File: config.mk
export PLATFORM = sky130hd
export DESIGN_NAME = rv32_mod_fetch_aligner_flat
export DESIGN_NICKNAME = d
export VERILOG_FILES = /design/src/rtl/rv32_pkg.sv /design/src/rtl/rv32_mod_fetch_aligner_if.sv /design/src/rtl/rv32_mod_halfword_queue.sv /design/src/rtl/rv32_mod_fetch_aligner.sv /design/src/flat_wrapper.sv
export SDC_FILE = /design/constraint.sdc
export NUM_CORES = 1
export LEC_CHECK = 0
export ABC_AREA = 1
export ABC_CLOCK_PERIOD_IN_PS = 10600
export CAP_MARGIN = 25
export CORE_ASPECT_RATIO = 1.75
export CORE_MARGIN = 3
export CORE_UTILIZATION = 30
export CTS_BUF_LIST = sky130_fd_sc_hd__clkbuf_8
export CTS_CLUSTER_DIAMETER = 80
export DETAILED_ROUTE_END_ITERATION = 6
export MAX_ROUTING_LAYER = met4
export PLACE_DENSITY_LB_ADDON = 0.2
export SKIP_LAST_GASP = 1
export SYNTH_ARGS = -nofsm -noshare
export SYNTH_HDL_FRONTEND = slang
export SYNTH_HIERARCHICAL = 1
export SYNTH_SLANG_ARGS = --single-unit
File: constraint.sdc
create_clock -name clk -period 10.6 [get_ports clk]
set_input_delay 2.65 -clock clk [delete_from_list [all_inputs] [get_ports clk]]
set_output_delay 2.65 -clock clk [all_outputs]
set_load 0.01 [all_outputs]
File: src/rtl/rv32_pkg.sv
// rtl/rv32_pkg.sv - shared types and helpers for the fetch/realign stage
package rv32_pkg;

  typedef logic [15:0] halfword_t;

  typedef enum logic [1:0] {
    RUN  = 2'd0,
    WAIT = 2'd1,
    DROP = 2'd2
  } fetch_state_e;

  function automatic logic is_rvc(halfword_t hw);
    return hw[1:0] != 2'b11;
  endfunction

endpackage

File: src/rtl/rv32_mod_fetch_aligner_if.sv
// rtl/rv32_mod_fetch_aligner_if.sv - memory fetch bus and instruction output bus
interface rv32_mod_fetch_aligner_if;

  logic        mem_req;
  logic [31:0] mem_addr;
  logic        mem_ack;
  logic [31:0] mem_rdata;

  logic        inst_valid;
  logic        inst_ready;
  logic [31:0] inst_data;
  logic [31:0] inst_pc;
  logic        inst_compressed;

  modport master (
    output mem_req, mem_addr, inst_valid, inst_data, inst_pc, inst_compressed,
    input  mem_ack, mem_rdata, inst_ready
  );

  modport slave (
    input  mem_req, mem_addr, inst_valid, inst_data, inst_pc, inst_compressed,
    output mem_ack, mem_rdata, inst_ready
  );

endinterface

File: src/rtl/rv32_mod_halfword_queue.sv
// rtl/rv32_mod_halfword_queue.sv - 4-entry halfword FIFO, 0..2 pushes and pops per cycle
module rv32_mod_halfword_queue
  import rv32_pkg::*;
(
  input  logic       clk,
  input  logic       rst_n,
  input  logic       flush,
  input  logic [1:0] push_cnt,
  input  halfword_t  push_lo,
  input  halfword_t  push_hi,
  input  logic [1:0] pop_cnt,
  output halfword_t  head0,
  output halfword_t  head1,
  output logic [2:0] count
);

  halfword_t  q      [4];
  halfword_t  q_next [4];
  logic [2:0] remain;
  logic [2:0] remain_p1;
  logic [2:0] count_next;

  // Entry 0 is always the head: pop shifts down, pushes land after the survivors.
  always_comb begin
    for (int i = 0; i < 4; i++) begin
      q_next[i] = q[i];
    end
    for (int i = 0; i < 4; i++) begin
      if (i + int'(pop_cnt) < 4) begin
        q_next[i] = q[2'(i + int'(pop_cnt))];
      end
    end
    remain    = count - {1'b0, pop_cnt};
    remain_p1 = remain + 3'd1;
    for (int i = 0; i < 4; i++) begin
      if (push_cnt != 2'd0 && 3'(i) == remain) begin
        q_next[i] = push_lo;
      end
      if (push_cnt == 2'd2 && 3'(i) == remain_p1) begin
        q_next[i] = push_hi;
      end
    end
    count_next = flush ? 3'd0 : remain + {1'b0, push_cnt};
  end

  always_ff @(posedge clk or negedge rst_n) begin
    if (!rst_n) begin
      count <= 3'd0;
      for (int i = 0; i < 4; i++) begin
        q[i] <= '0;
      end
    end else begin
      count <= count_next;
      for (int i = 0; i < 4; i++) begin
        q[i] <= q_next[i];
      end
    end
  end

  assign head0 = q[0];
  assign head1 = q[1];

endmodule

File: src/rtl/rv32_mod_fetch_aligner.sv
// rtl/rv32_mod_fetch_aligner.sv - word fetch and RVC/32-bit instruction realignment
module rv32_mod_fetch_aligner
  import rv32_pkg::*;
#(
  parameter logic [31:0] RESET_PC = 32'h0000_0000
) (
  input  logic                       clk,
  input  logic                       rst_n,
  input  logic                       redirect_valid,
  input  logic [31:0]                redirect_pc,
  rv32_mod_fetch_aligner_if.master   bus
);

  localparam logic [31:0] RESET_WORD = {RESET_PC[31:2], 2'b00};
  localparam logic [31:0] RESET_HALF = {RESET_PC[31:1], 1'b0};

  fetch_state_e state, state_next;
  logic [31:0]  mem_addr_q, mem_addr_next;
  logic [31:0]  redir_addr_q, redir_addr_next;
  logic [31:0]  pc_q, pc_next;
  logic         skip_low_q, skip_low_next;

  halfword_t    head0, head1, push_lo, push_hi;
  logic [2:0]   count, after_pop;
  logic [1:0]   push_cnt, pop_cnt;
  logic         head_rvc, inst_valid, fire;

  rv32_mod_halfword_queue u_queue (
    .clk      (clk),
    .rst_n    (rst_n),
    .flush    (redirect_valid),
    .push_cnt (push_cnt),
    .push_lo  (push_lo),
    .push_hi  (push_hi),
    .pop_cnt  (pop_cnt),
    .head0    (head0),
    .head1    (head1),
    .count    (count)
  );

  // A redirect in the same cycle cancels any handshake on the output side.
  always_comb begin
    head_rvc   = is_rvc(head0);
    inst_valid = (count != 3'd0) && (head_rvc || count >= 3'd2);
    fire       = inst_valid && bus.inst_ready && !redirect_valid;
    pop_cnt    = fire ? (head_rvc ? 2'd1 : 2'd2) : 2'd0;
    after_pop  = count - {1'b0, pop_cnt};
  end

  always_ff @(posedge clk or negedge rst_n) begin
    if (!rst_n) begin
      state        <= RUN;
      mem_addr_q   <= RESET_WORD;
      redir_addr_q <= RESET_WORD;
      pc_q         <= RESET_HALF;
      skip_low_q   <= RESET_PC[1];
    end else begin
      state        <= state_next;
      mem_addr_q   <= mem_addr_next;
      redir_addr_q <= redir_addr_next;
      pc_q         <= pc_next;
      skip_low_q   <= skip_low_next;
    end
  end

  always_comb begin
    state_next      = state;
    mem_addr_next   = mem_addr_q;
    redir_addr_next = redir_addr_q;
    skip_low_next   = skip_low_q;
    pc_next         = fire ? pc_q + (head_rvc ? 32'd2 : 32'd4) : pc_q;
    push_cnt        = 2'd0;
    push_lo         = skip_low_q ? bus.mem_rdata[31:16] : bus.mem_rdata[15:0];
    push_hi         = bus.mem_rdata[31:16];

    case (state)
      RUN: begin
        if (after_pop <= 3'd2) begin
          state_next = WAIT;
        end
      end
      WAIT: begin
        if (bus.mem_ack) begin
          state_next    = RUN;
          push_cnt      = skip_low_q ? 2'd1 : 2'd2;
          mem_addr_next = mem_addr_q + 32'd4;
          skip_low_next = 1'b0;
        end
      end
      DROP: begin
        if (bus.mem_ack) begin
          state_next    = RUN;
          mem_addr_next = redir_addr_q;
        end
      end
      default: state_next = RUN;
    endcase

    // An in-flight request must keep its address, so the new target parks in
    // redir_addr until the stale response has been swallowed in DROP.
    if (redirect_valid) begin
      push_cnt      = 2'd0;
      pc_next       = {redirect_pc[31:1], 1'b0};
      skip_low_next = redirect_pc[1];
      if (state == RUN || bus.mem_ack) begin
        state_next    = RUN;
        mem_addr_next = {redirect_pc[31:2], 2'b00};
      end else begin
        state_next      = DROP;
        mem_addr_next   = mem_addr_q;
        redir_addr_next = {redirect_pc[31:2], 2'b00};
      end
    end
  end

  assign bus.mem_req         = (state != RUN);
  assign bus.mem_addr        = mem_addr_q;
  assign bus.inst_valid      = inst_valid;
  assign bus.inst_data       = head_rvc ? {16'h0000, head0} : {head1, head0};
  assign bus.inst_pc         = pc_q;
  assign bus.inst_compressed = head_rvc;

endmodule
File: src/flat_wrapper.sv
// flat-port wrapper written by rule: the top's interface ports become plain ports
module rv32_mod_fetch_aligner_flat import rv32_pkg::*;
#(
  parameter logic [31:0] RESET_PC = 32'h0000_0000
)
  (clk, rst_n, redirect_valid, redirect_pc, bus_mem_req, bus_mem_addr, bus_inst_valid, bus_inst_data, bus_inst_pc, bus_inst_compressed, bus_mem_ack, bus_mem_rdata, bus_inst_ready);
  rv32_mod_fetch_aligner_if bus_i ();
  input  logic clk;
  input  logic rst_n;
  input  logic redirect_valid;
  input  logic [31:0] redirect_pc;
  output wire logic [$bits(bus_i.mem_req)-1:0] bus_mem_req;
  output wire logic [$bits(bus_i.mem_addr)-1:0] bus_mem_addr;
  output wire logic [$bits(bus_i.inst_valid)-1:0] bus_inst_valid;
  output wire logic [$bits(bus_i.inst_data)-1:0] bus_inst_data;
  output wire logic [$bits(bus_i.inst_pc)-1:0] bus_inst_pc;
  output wire logic [$bits(bus_i.inst_compressed)-1:0] bus_inst_compressed;
  input wire logic [$bits(bus_i.mem_ack)-1:0] bus_mem_ack;
  input wire logic [$bits(bus_i.mem_rdata)-1:0] bus_mem_rdata;
  input wire logic [$bits(bus_i.inst_ready)-1:0] bus_inst_ready;
  assign bus_mem_req = bus_i.mem_req;
  assign bus_mem_addr = bus_i.mem_addr;
  assign bus_inst_valid = bus_i.inst_valid;
  assign bus_inst_data = bus_i.inst_data;
  assign bus_inst_pc = bus_i.inst_pc;
  assign bus_inst_compressed = bus_i.inst_compressed;
  assign bus_i.mem_ack = bus_mem_ack;
  assign bus_i.mem_rdata = bus_mem_rdata;
  assign bus_i.inst_ready = bus_inst_ready;
  rv32_mod_fetch_aligner #(.RESET_PC(RESET_PC)) u_core (.clk(clk), .rst_n(rst_n), .redirect_valid(redirect_valid), .redirect_pc(redirect_pc), .bus(bus_i));
endmodule
# Word-level counts from Yosys, hierarchy flattened
# Cells that the tools add are included.
[totals]
ff_bits = 164
input_bits = 69
output_inout_bits = 99
wordCells = 130
[op_classes]
addsub = 8
magnitude_cmp = 10
n_eq_ne = 15
n_mux = 49
bitwise = 5
n_reduce_logical = 33
[ops]
columns = ["op", "count"]
rows = [
  ["16-bit 2-to-1 mux", 21],
  ["32-bit 2-to-1 mux", 7],
  ["16-bit binary-select mux with 2-bit select", 4],
  ["32-bit by 4-bit less-than comparator with 1-bit output (second input constant)", 3],
  ["32-bit case mux with 2 select lines", 1],
  ["32-bit by 3-bit adder with 32-bit output (second input constant)", 1],
  ["32-bit adder", 1],
  ["2-bit 2-to-1 mux", 10],
  ["3-bit nonzero test", 6],
  ["2-bit by 3-bit == test with 1-bit output (first input constant)", 4],
  ["2-bit by 3-bit >= comparator with 1-bit output (second input constant)", 4],
  ["1-bit logical AND", 11],
  ["2-bit nonzero test", 5],
  ["2-bit NOT", 4],
  ["2-bit by 2-bit adder with 3-bit output (first input constant)", 2],
  ["1-bit by 3-bit == test with 1-bit output (first input constant)", 2],
  ["3-bit logical NOT", 2],
  ["3-bit 2-to-1 mux", 2],
  ["3-bit != test (second input constant)", 2],
  ["2-bit AND reduction", 3],
  ["2-bit == test (second input constant)", 2],
  ["2-bit case mux with 2 select lines", 1],
  ["4-bit AND reduction", 1],
  ["1-bit by 2-bit adder with 3-bit output (first input constant)", 1],
  ["17 further kinds", 20],
]

# Depth between registers and ports, before layout
# Gate-level depths: netlist of run 1.
[depth]
depth_word = 14
ltp_mapped = 27
mapped_depth_nobuf = 23

# Cells and area by module
# Netlist of run 1, hierarchy kept.
[modules_own_cells]
columns = ["mod", "n_inst", "cells_per_inst", "area_each_um2", "seq_area_each_um2"]
rows = [
  ["rv32_mod_fetch_aligner", 1, 974, 6481.2, 2352.3],
  ["rv32_mod_halfword_queue", 1, 1009, 6062.1, 1676.6],
]

# Worst setup path before layout of run 1
# Ideal clock, no wire load.
[synth_timing]
path_type = "input -> register"
start = "input port redirect_valid"
end = "register u_core/u_queue/q[18] (netlist name)"
setup_ns = 0.116
t_arrival_ns = 5.587
t_required_ns = 10.484
path_slack_ns = 4.896
path_stages = 22
n_path_buf = 5
path_cell_list = "buf_4 -> inv_4 -> nand2_2 -> nor2_1 -> buf_2 -> inv_1 -> buf_2 -> fa_1 -> nand2_1 -> nand2_2 -> buf_2 -> ha_1 -> nand2_1 -> nor2_4 -> nand2_4 -> inv_4 -> buf_6 -> nand2_1 -> nand2_1 -> inv_1 -> nand2_1 -> nand2_1"
[synth_via]
elab_chain_cells = 11
word_cells_on_any_way = 22
classes_between = "add/sub (3); order compare (1); eq/ne (3); mux (8); bitwise (1); reduce/logical (6)"
[synth_lines]
columns = ["element", "line", "text"]
rows = [
  ["from (decl)", "flat_wrapper.sv:10", "input logic redirect_valid;"],
  ["1-bit logical NOT (*)", "rv32_mod_fetch_aligner.sv:45", "fire = inst_valid && bus.inst_ready && !redirect_valid;"],
  ["1-bit logical AND (*)", "rv32_mod_fetch_aligner.sv:45", ""],
  ["2-bit 2-to-1 mux (*)", "rv32_mod_fetch_aligner.sv:46", "pop_cnt = fire ? (head_rvc ? 2'd1 : 2'd2) : 2'd0;"],
  ["named net u_core.pop_cnt[1]", "rv32_mod_fetch_aligner.sv:25", "logic [1:0] push_cnt, pop_cnt;"],
  ["branches (longest 8 deep; another with 32-bit by 4-bit less-than comparator with 1-bit output)", "-", ""],
  ["to (signal, indexed assignment)", "rv32_mod_halfword_queue.sv:55", "q[i] <= q_next[i];"],
  ["to (decl)", "rv32_mod_halfword_queue.sv:17", "halfword_t q [4];"],
]
# Mark *: on every way through the listed nets, which the timed path passes. The select of a mux whose other input is x is not followed.
# A chain may end at the register's enable or synchronous reset.

==> reports/metrics.cfg, run 1 <==
[synth]
syn-cell-area_um2=12500
synth.largest_area_cell=dfrtp_1
ys_types=43
ys_ff_latch=161
synth_most_common_cell=nand2_1
async_reset_ff_share_pct=100
synth.top_cells.by_area=dfrtp_1 (32%), nand2_1 (23%), inv_1 (7.1%), nand3_1 (6.5%), nor2_1 (4.0%)
yosys_warnings=6
synth.top_cell.area_share_pct=32.1
avgSynthCellArea_um2=6.33
synth_edf_count=0
ys_seq_area_share_pct=32.1
synthFlopType=dfrtp_1
synthCells=1983
synth.cells.most_frequent=nand2_1 (758), inv_1 (236), nand3_1 (164)

[global_route]
antenna_found_initial=2
grt_usage_pct=22.5
grt.overflow.total=0
use_met3_pct=3.87
busiest_layer=met2
grt_max_degree=100
grt_pass1_vias=12800
grt_util_met1_pct=23.9
globalRouteMet2Util_pct=40.1
grt_pass1_wl_mm=75.4

[sta]
rsz0062_at_grt=false
slew_headroom_pct=35.5
finalHoldViolations=0
slew_violations=0
fmax_ghz=0.146
fin_skew_ps=20.0
post-route-period-util_pct=64.8
period_needed_ps=6860
holdWs_ps=484
tightest_slew_ps=968
setup_viol=0
fin_tns_setup_ps=0

[cts]
cts-htree-levels=4
cts_resized=0
clk_latency_ps=500
cts_made_buffers=17
clk_pin_slew_worst_paths_ps=100
clockBufferDepth=2
cts_sinks=161
cts_tree=built
cts_hold_buffers=0
post-cts-setup-buffers=0
cts_root_buf=clkbuf_8

[power]
net-switching-power_mw=1.66
seqPwrFrac_pct=33.1
power.total_mw=3.48
pwr-share-comb_pct=52.9
swShare_pct=47.8
power_density_nw_per_um2=237
irDropWorstVdd_mv=0.121
power_frac_clock_pct=13.9
p_leak_nw=7.07
p_int_mw=1.82

[floorplanning]
start_util_pct=30.5
dieWidth_um=161
placementRows=98
core-area_um2=41100
boundaryPins=168
fp.dieH_um=277
die-area_um2=44400

[placed_design]
dp_hpwl_mm=35.1
portBuffers=163
routabilityCongestion=0.967

[flow_run]
drv_cap=0

[final_layout]
nFillCells=4485
syn2layout_area_growth_pct=17.0
drive_above_1_share_pct=5.60
nets=2144

[routing]
drt_iter0_drc=758
antenna_left=0
routed_wl_mm=49.2
via_per_inst=4.96
wl_per_cell_um=18.8
drc_errors=0
via_count=13000
drt_first_pass_iters=5

[worst_setup_path]
cp-start-kind=input pin
crit_required_ps=11040
path_class=input pin to register
cp-end-kind=register
crit_fanout=36
cp.arrival_ps=7300

[run_status]
outcome=finished, final reports clean

[worst_hold_path]
min_path_type=register to register

## metal layers
layer	vias up	wire, µm
met5	-	0
met4	0	2360
met3	123	2920
met2	456	25700
met1	6068	18300
li1	6377	-
## final cells by class
class	count	area [µm²]	share of cell area (%)
antenna	2	5.00	0.0341
clock buffer	18	248	1.69
clock inverter	14	144	0.980
inverter	255	972	6.62
multi-input combinational	1446	6830	46.5
sequential	161	4030	27.4
tap	550	688	4.69
timing repair buffer	178	1760	12.0
## through the flow
stage          utilization [%]  instances  worst slack (ps)  instance area [µm²]
4_1_cts                   35.7       2621              3710                14600
3_3_place_gp              34.7       2589              3250                14300
6_report                  35.7       2624              3740                14700
5_1_grt                   35.7       2624              3470                14700
3_5_place_dp              34.7       2589              3160                14300
2_1_floorplan                -       1985              4900                12600
## registers in the layout (all words and copies together) (netlist names)
signal / flops
u_core/u_queue/q: 32
u_core/bus.mem_addr: 30
u_core/redir_addr_q: 30
u_core/bus.inst_pc: 31
u_core/skip_low_q: 1
u_core/u_queue/head1: 16
u_core/u_queue/head0: 16
u_core/u_queue/count: 3
u_core/state: 2
## cells in the final DEF, fill, tap and decap left out, types with 9 or more instances in the layout
cell type / n
nand4_1: 42
xor2_1: 19
a21oi_1: 78
nor3_1: 11
nand2_1: 758
inv_2: 10
nand3_1: 164
o21ai_0: 94
o211ai_1: 32
o22ai_1: 11
nor2_1: 133
xnor2_1: 9
mux2_2: 16
clkbuf_8: 18
ha_1: 12
clkdlybuf4s50_1: 161
dfrtp_1: 161
inv_1: 236
buf_4: 15
## logic make-up after synthesis
group | Yosys count | share of synthesized area, %
simple gates | 1149 | 38.6
buf+inv | 378 | 13.6
compound gates | 234 | 10.4
flops | 161 | 32.1
xor+xnor | 28 | 1.96
fa+ha+maj | 16 | 1.84
mux | 16 | 1.44
other cells | 1 | 0.0299
## worst max-delay path, cell delays in order
cell             delay, ps
clkdlybuf4s50_1        460
nand2_1                180
inv_1                  120
nand2_2                160
nor2_4                 660
ha_1                   270
inv_1                   50
fa_1                   370
nand2_1                110
nand2_2                320
ha_1                   420
nand2_1                 70
nor2_4                 230
nand2_2                430
inv_2                  560
nand2_1                100
nand2_1                100
## worst paths after layout
| path | start | to | slack [ps] | cells after the start |
|---|---|---|---|---|
| hold reg to reg | u_core/redir_addr_q[2]$_DFFE_PN0P_ | u_core/redir_addr_q[2]$_DFFE_PN0P_ | 480 | 2 |
| hold / removal | u_core/redir_addr_q[2]$_DFFE_PN0P_ | u_core/redir_addr_q[2]$_DFFE_PN0P_ | 480 | 2 |
| setup / recovery | bus_inst_ready | u_core/u_queue/head0[3]$_DFF_PN0_ | 3740 | 17 |
| setup reg to reg | u_core/u_queue/head0[0]$_DFF_PN0_ | u_core/u_queue/head0[3]$_DFF_PN0_ | 5240 | 19 |
| max in group asynchronous | rst_n | u_core/u_queue/q[4]$_DFFE_PN0P_ | 7200 | 2 |
| min in group asynchronous | rst_n | u_core/redir_addr_q[15]$_DFFE_PN0P_ | 2060 | 1 |
## power by group through the flow
stage	logic (mW)	registers [mW]	clock network (mW)
global placement	1.82	1.16	0
detailed placement	1.84	1.16	0
finish	1.84	1.15	0.485
global route	2.09	1.19	0.530
CTS	1.85	1.16	0.505
floorplan	1.24	1.10	0
No activity file was read; power rests on OpenSTA's default activity.
==> run 2, diff against run 1 <==
- ABC_CLOCK_PERIOD_IN_PS: 10600 -> 6200
- clock period: 10.6 -> 6.2 ns (I/O delays scaled with it)
==> reports/metrics.cfg, run 2 (synthesized netlist as in run 1, its figures left out) <==
[run_status]
outcome=finished, final reports clean

[global_route]
grt_util_met1_pct=23.3  ; -0.52 points
grt_max_degree=77  ; -23%
grt_pass1_wl_mm=76.1  ; +0.93%
use_met3_pct=4.32  ; +0.45 points
busiest_layer=met2
grt_usage_pct=22.8  ; +0.20 points
grt.overflow.total=0  ; unchanged
globalRouteMet2Util_pct=40.5  ; +0.49 points
antenna_found_initial=2  ; unchanged
grt_pass1_vias=13000  ; +1.8%

[routing]
wl_per_cell_um=18.8  ; about the same
drt_first_pass_iters=5  ; unchanged
antenna_left=0  ; unchanged
via_count=13100  ; +0.76%
via_per_inst=4.99  ; +0.61%
drc_errors=0  ; unchanged
drt_iter0_drc=754  ; -0.53%
routed_wl_mm=49.4  ; +0.24%

[cts]
cts_made_buffers=17  ; unchanged
post-cts-setup-buffers=0  ; unchanged
clk_latency_ps=500  ; about the same
cts_resized=0  ; unchanged
cts_root_buf=clkbuf_8
cts_hold_buffers=0  ; unchanged
clockBufferDepth=2  ; unchanged
clk_pin_slew_worst_paths_ps=110  ; about the same
cts_sinks=161  ; unchanged
cts-htree-levels=4  ; unchanged
cts_tree=built

[final_layout]
nets=2147  ; +0.14%
top_register=u_core/u_queue/q
largest_register_ffs=32  ; unchanged
final_cell_mix=nand2_1 (758), inv_1 (236), nand3_1 (164), clkdlybuf4s50_1 (161), dfrtp_1 (161)
final_common_cell=nand2_1
syn2layout_area_growth_pct=17.1  ; about the same
drive_above_1_share_pct=5.73  ; +0.14 points
postLayoutCoreUtil_pct=35.8  ; about the same

[power]
power_density_nw_per_um2=405  ; +71%
p_leak_nw=7.08  ; +0.15%
irDropWorstVdd_mv=0.206  ; +70%

[worst_setup_path]
cp.arrival_ps=5400  ; -1900 ps
path_class=input pin to register
crit_fanout=17  ; -53%
crit_required_ps=6640  ; -4400 ps
cp-start-kind=input pin
cp-end-kind=register

[placed_design]
routabilityCongestion=0.933  ; -3.5%
dp_hpwl_mm=35.4  ; +0.97%
portBuffers=163  ; unchanged

[sta]
post-route-period-util_pct=80.0
period_needed_ps=4960
fin_skew_ps=21.0  ; +0.962 ps
fmax_ghz=0.202
rsz0062_at_grt=false
finalHoldViolations=0  ; unchanged
slew_headroom_pct=40.7  ; +5.2 points
fin_tns_setup_ps=0  ; unchanged
setup_viol=0  ; unchanged
tightest_slew_ps=889  ; -79.1 ps
slew_violations=0  ; unchanged

[worst_hold_path]
min_path_type=register to register

[floorplanning]
core-area_um2=41100  ; unchanged
boundaryPins=168  ; unchanged
placementRows=98  ; unchanged
die-area_um2=44400  ; unchanged
start_util_pct=30.5  ; unchanged
fp.dieH_um=277  ; unchanged
dieWidth_um=161  ; unchanged

[flow_run]
drv_cap=0  ; unchanged

## run 2: cell types whose count changed in the layout (fill, tap and decap cells not counted), sizes merged
cell / delta
clkinv: +1
buf: +3
inv: +2
clkbuf: -1
clkinvlp: -1
bufinv: -1
diode: +1
## run 2: metal layers
layer  routed length (µm)  vias to the layer above
li1                     -                     6383
met3                 2980                      137
met1                18100                     6121
met5                    0                        -
met4                 2820                        0
met2                25400                      482
## run 2: area by class of cell
| cell class | instances | area (µm²) |
|---|---|---|
| Antenna cell | 3 | 7.51 |
| Clock buffer | 17 | 234 |
| Clock inverter | 15 | 160 |
| Fill cell | 4495 | 26400 |
| Inverter | 255 | 972 |
| Multi-Input combinational cell | 1446 | 6830 |
| Sequential cell | 161 | 4030 |
| Tap cell | 550 | 688 |
| Timing Repair Buffer | 181 | 1770 |
## run 2: worst paths after layout
kind / slack [ps] / endpoint / cells after the start / from
max: 1240 / u_core/u_queue/head0[15]$_DFF_PN0_ / 17 / bus_inst_ready
min: 480 / u_core/redir_addr_q[2]$_DFFE_PN0P_ / 2 / u_core/redir_addr_q[2]$_DFFE_PN0P_
max reg2reg: 1710 / u_core/u_queue/head0[15]$_DFF_PN0_ / 19 / u_core/u_queue/head0[0]$_DFF_PN0_
min reg2reg: 480 / u_core/redir_addr_q[2]$_DFFE_PN0P_ / 2 / u_core/redir_addr_q[2]$_DFFE_PN0P_
max in group asynchronous: 3870 / u_core/bus.inst_pc[19]$_DFFE_PN0N_ / 2 / rst_n
min in group asynchronous: 1080 / u_core/redir_addr_q[31]$_DFFE_PN0P_ / 1 / rst_n
## run 2: where the power goes
group / switching, mW / leakage [nW] / internal [mW] / total (mW)
Sequential: 0.462 / 1.92 / 1.50 / 1.97
Clock: 0.522 / 0.199 / 0.306 / 0.828
Combinational: 1.89 / 4.96 / 1.26 / 3.15
Total: 2.87 / 7.08 / 3.07 / 5.95
## run 2: critical path, cell delays in order
cell and delay [ps]:
clkdlybuf4s50_1 500, nand2_1 160, inv_1 110, nand2_2 150
nor2_4 120, ha_1 150, inv_1 50, fa_1 690
inv_1 90, nor2_2 130, ha_1 130, nand2_1 80
nor2_4 230, nand2_2 440, inv_2 580, nand2_1 120
nand2_1 90
## run 2: per-stage QoR
stage | hold WS (ps) | instances | total power, mW | setup WS [ps] | cell area, µm²
final | 480 | 2628 | 5.95 | 1240 | 14700
after global routing | 505 | 2627 | 6.51 | 1040 | 14700
after CTS | 482 | 2625 | 6.00 | 1240 | 14700
after floorplan | 437 | 1985 | 4.01 | 1600 | 12600
after detailed placement | 461 | 2593 | 5.15 | 689 | 14300
after global placement | 460 | 2593 | 5.12 | 770 | 14300
==> run 3, diff against run 2 <==
- ABC_CLOCK_PERIOD_IN_PS: 6200 -> 5030
- clock period: 6.2 -> 5.03 ns (I/O delays scaled with it)
==> reports/metrics.cfg, run 3 (synthesized netlist as in run 1, its figures left out) <==
[run_status]
outcome=complete, but fails checks
violations=DRC

[final_layout]
postLayoutCoreUtil_pct=36.0  ; +0.25 points
final_common_cell=nand2_1
final_cell_mix=nand2_1 (758), inv_1 (236), nand3_1 (164), clkdlybuf4s50_1 (161), dfrtp_1 (161)
nets=2154  ; +0.33%
largest_register_ffs=32  ; unchanged
drive_above_1_share_pct=6.05  ; +0.32 points
top_register=u_core/u_queue/q
nFillCells=4516  ; +0.47%
syn2layout_area_growth_pct=17.9

[worst_setup_path]
rr_endpoint=u_core/u_queue/head1[15]$_DFFE_PN0P_
startpoint=bus_inst_ready
r2r_cells=21  ; +2
r2r-start=u_core/u_queue/head0[0]$_DFF_PN0_
cp-start-kind=input pin
cp.arrival_ps=4560  ; -840 ps
crit_fanout=18  ; +1
crit_required_ps=5430  ; -1210 ps
cp-end-kind=register
path_class=input pin to register
r2r_slack_ps=1020  ; -690 ps

[cts]
cts-htree-levels=4  ; unchanged
cts_tree=built
clockBufferDepth=2  ; unchanged
clk_latency_ps=510  ; about the same
cts_made_buffers=17  ; unchanged
cts_resized=0  ; unchanged
cts_root_buf=clkbuf_8
post-cts-setup-buffers=0  ; unchanged
clk_pin_slew_worst_paths_ps=100  ; about the same
cts_sinks=161  ; unchanged
cts_hold_buffers=0  ; unchanged

[sta]
fin_skew_ps=15.9  ; -5.11 ps
setup_viol=0  ; unchanged
period_needed_ps=4150
tightest_slew_ps=988  ; +99.8 ps
slew_violations=0  ; unchanged
slew_headroom_pct=34.1  ; -6.6 points
finalHoldViolations=0  ; unchanged
post-route-period-util_pct=82.6
fin_tns_setup_ps=0  ; unchanged
fmax_ghz=0.241
rsz0062_at_grt=false

[floorplanning]
boundaryPins=168  ; unchanged
fp.dieH_um=277  ; unchanged
placementRows=98  ; unchanged
die-area_um2=44400  ; unchanged
core-area_um2=41100  ; unchanged
start_util_pct=30.5  ; unchanged
dieWidth_um=161  ; unchanged

[worst_hold_path]
min_path_type=register to register
holdCritStartpoint=u_core/u_queue/q[19]$_DFFE_PN0P_
hold_path_end=u_core/u_queue/q[19]$_DFFE_PN0P_
worstHoldPathCells=2  ; unchanged

[global_route]
grt_usage_pct=22.4  ; -0.32 points
grt_pass1_wl_mm=74.4  ; -2.1%
grt_max_degree=93  ; +21%
grt.overflow.total=0  ; unchanged
antenna_found_initial=2  ; unchanged
grt_pass1_vias=12700  ; -2.8%

[placed_design]
dp_hpwl_mm=35.7  ; +0.76%
portBuffers=163  ; unchanged
routabilityCongestion=0.957  ; +2.6%

[routing]
wl_per_cell_um=18.8  ; about the same
via_count=13000  ; -0.73%
via_per_inst=4.95  ; -0.96%
drt_iter0_drc=759  ; +0.66%
drc_errors=3  ; +3
drt_first_pass_iters=7  ; +2
routed_wl_mm=49.5  ; +0.32%
antenna_left=0  ; unchanged

[power]
power_density_nw_per_um2=502  ; +24%
power.total_mw=7.43  ; +25%
p_leak_nw=7.13  ; +0.70%
irDropWorstVdd_mv=0.221  ; +7.2%

[flow_run]
drv_cap=0  ; unchanged

==> run 3: cell types whose count changed in the layout (fill, tap and decap cells not counted), sizes merged <==
cell / previous run / this run
clkbuf: 17 / 18
diode: 3 / 2
buf: 20 / 27
bufinv: 0 / 2
inv: 260 / 257
==> run 3: power by group <==
part | switching (mW) | internal [mW]
Sequential | 0.579 | 1.85
Combinational | 2.33 | 1.57
Clock | 0.622 | 0.470
Total | 3.53 | 3.90
==> run 3: layer usage <==
metal / GRT usage (%) / part of all wire (%)
met1: 23.1 / 36
met2: 40.6 / 52
met3: 4.15 / 6.5
met4: 10.8 / 5.1
met5: - / 0
==> run 3: worst max-delay path by stage <==
stage | endpoint | slack, ps | depth (start not counted)
3_3_place_gp | u_core/u_queue/head1[4]$_DFFE_PN0P_ | 290 | 19
6_report | u_core/u_queue/head1[15]$_DFFE_PN0P_ | 880 | 19
3_5_place_dp | u_core/u_queue/head1[15]$_DFFE_PN0P_ | 280 | 19
4_1_cts | u_core/u_queue/head1[7]$_DFFE_PN0P_ | 830 | 19
5_1_grt | u_core/u_queue/head1[9]$_DFFE_PN0P_ | 610 | 19
2_1_floorplan | u_core/u_queue/q[18]$_DFFE_PN0P_ | 720 | 22
==> run 3: per-stage QoR <==
stage	area, µm²	worst slack (ps)	instances	hold WS [ps]
4_1_cts	14800	826	2632	496
2_1_floorplan	12600	719	1985	437
3_3_place_gp	14300	286	2599	468
6_report	14800	875	2634	496
5_1_grt	14800	606	2634	509
3_5_place_dp	14400	284	2600	473
==> run 3: area by class of cell <==
class                      instances  area, µm²  share of cell area (%)
inverter                         255        972                    6.57
antenna                            2       5.00                  0.0338
tap                              550        688                    4.65
timing repair buffer             188       1850                    12.5
multi-input combinational       1446       6830                    46.2
sequential                       161       4030                    27.2
clock buffer                      18        248                    1.67
clock inverter                    14        166                    1.13
==> run 3: critical path, cell delays in order <==
cell	delay, ps
clkdlybuf4s50_1	500
nand2_1	160
inv_1	110
nand2_2	150
nor2_4	120
ha_1	150
inv_1	50
fa_1	440
inv_1	80
nor2_2	40
ha_1	270
nand2_1	70
nor2_4	220
nand2_4	240
inv_4	290
a21oi_1	90
buf_4	180
nand2_1	70
nand2_1	50
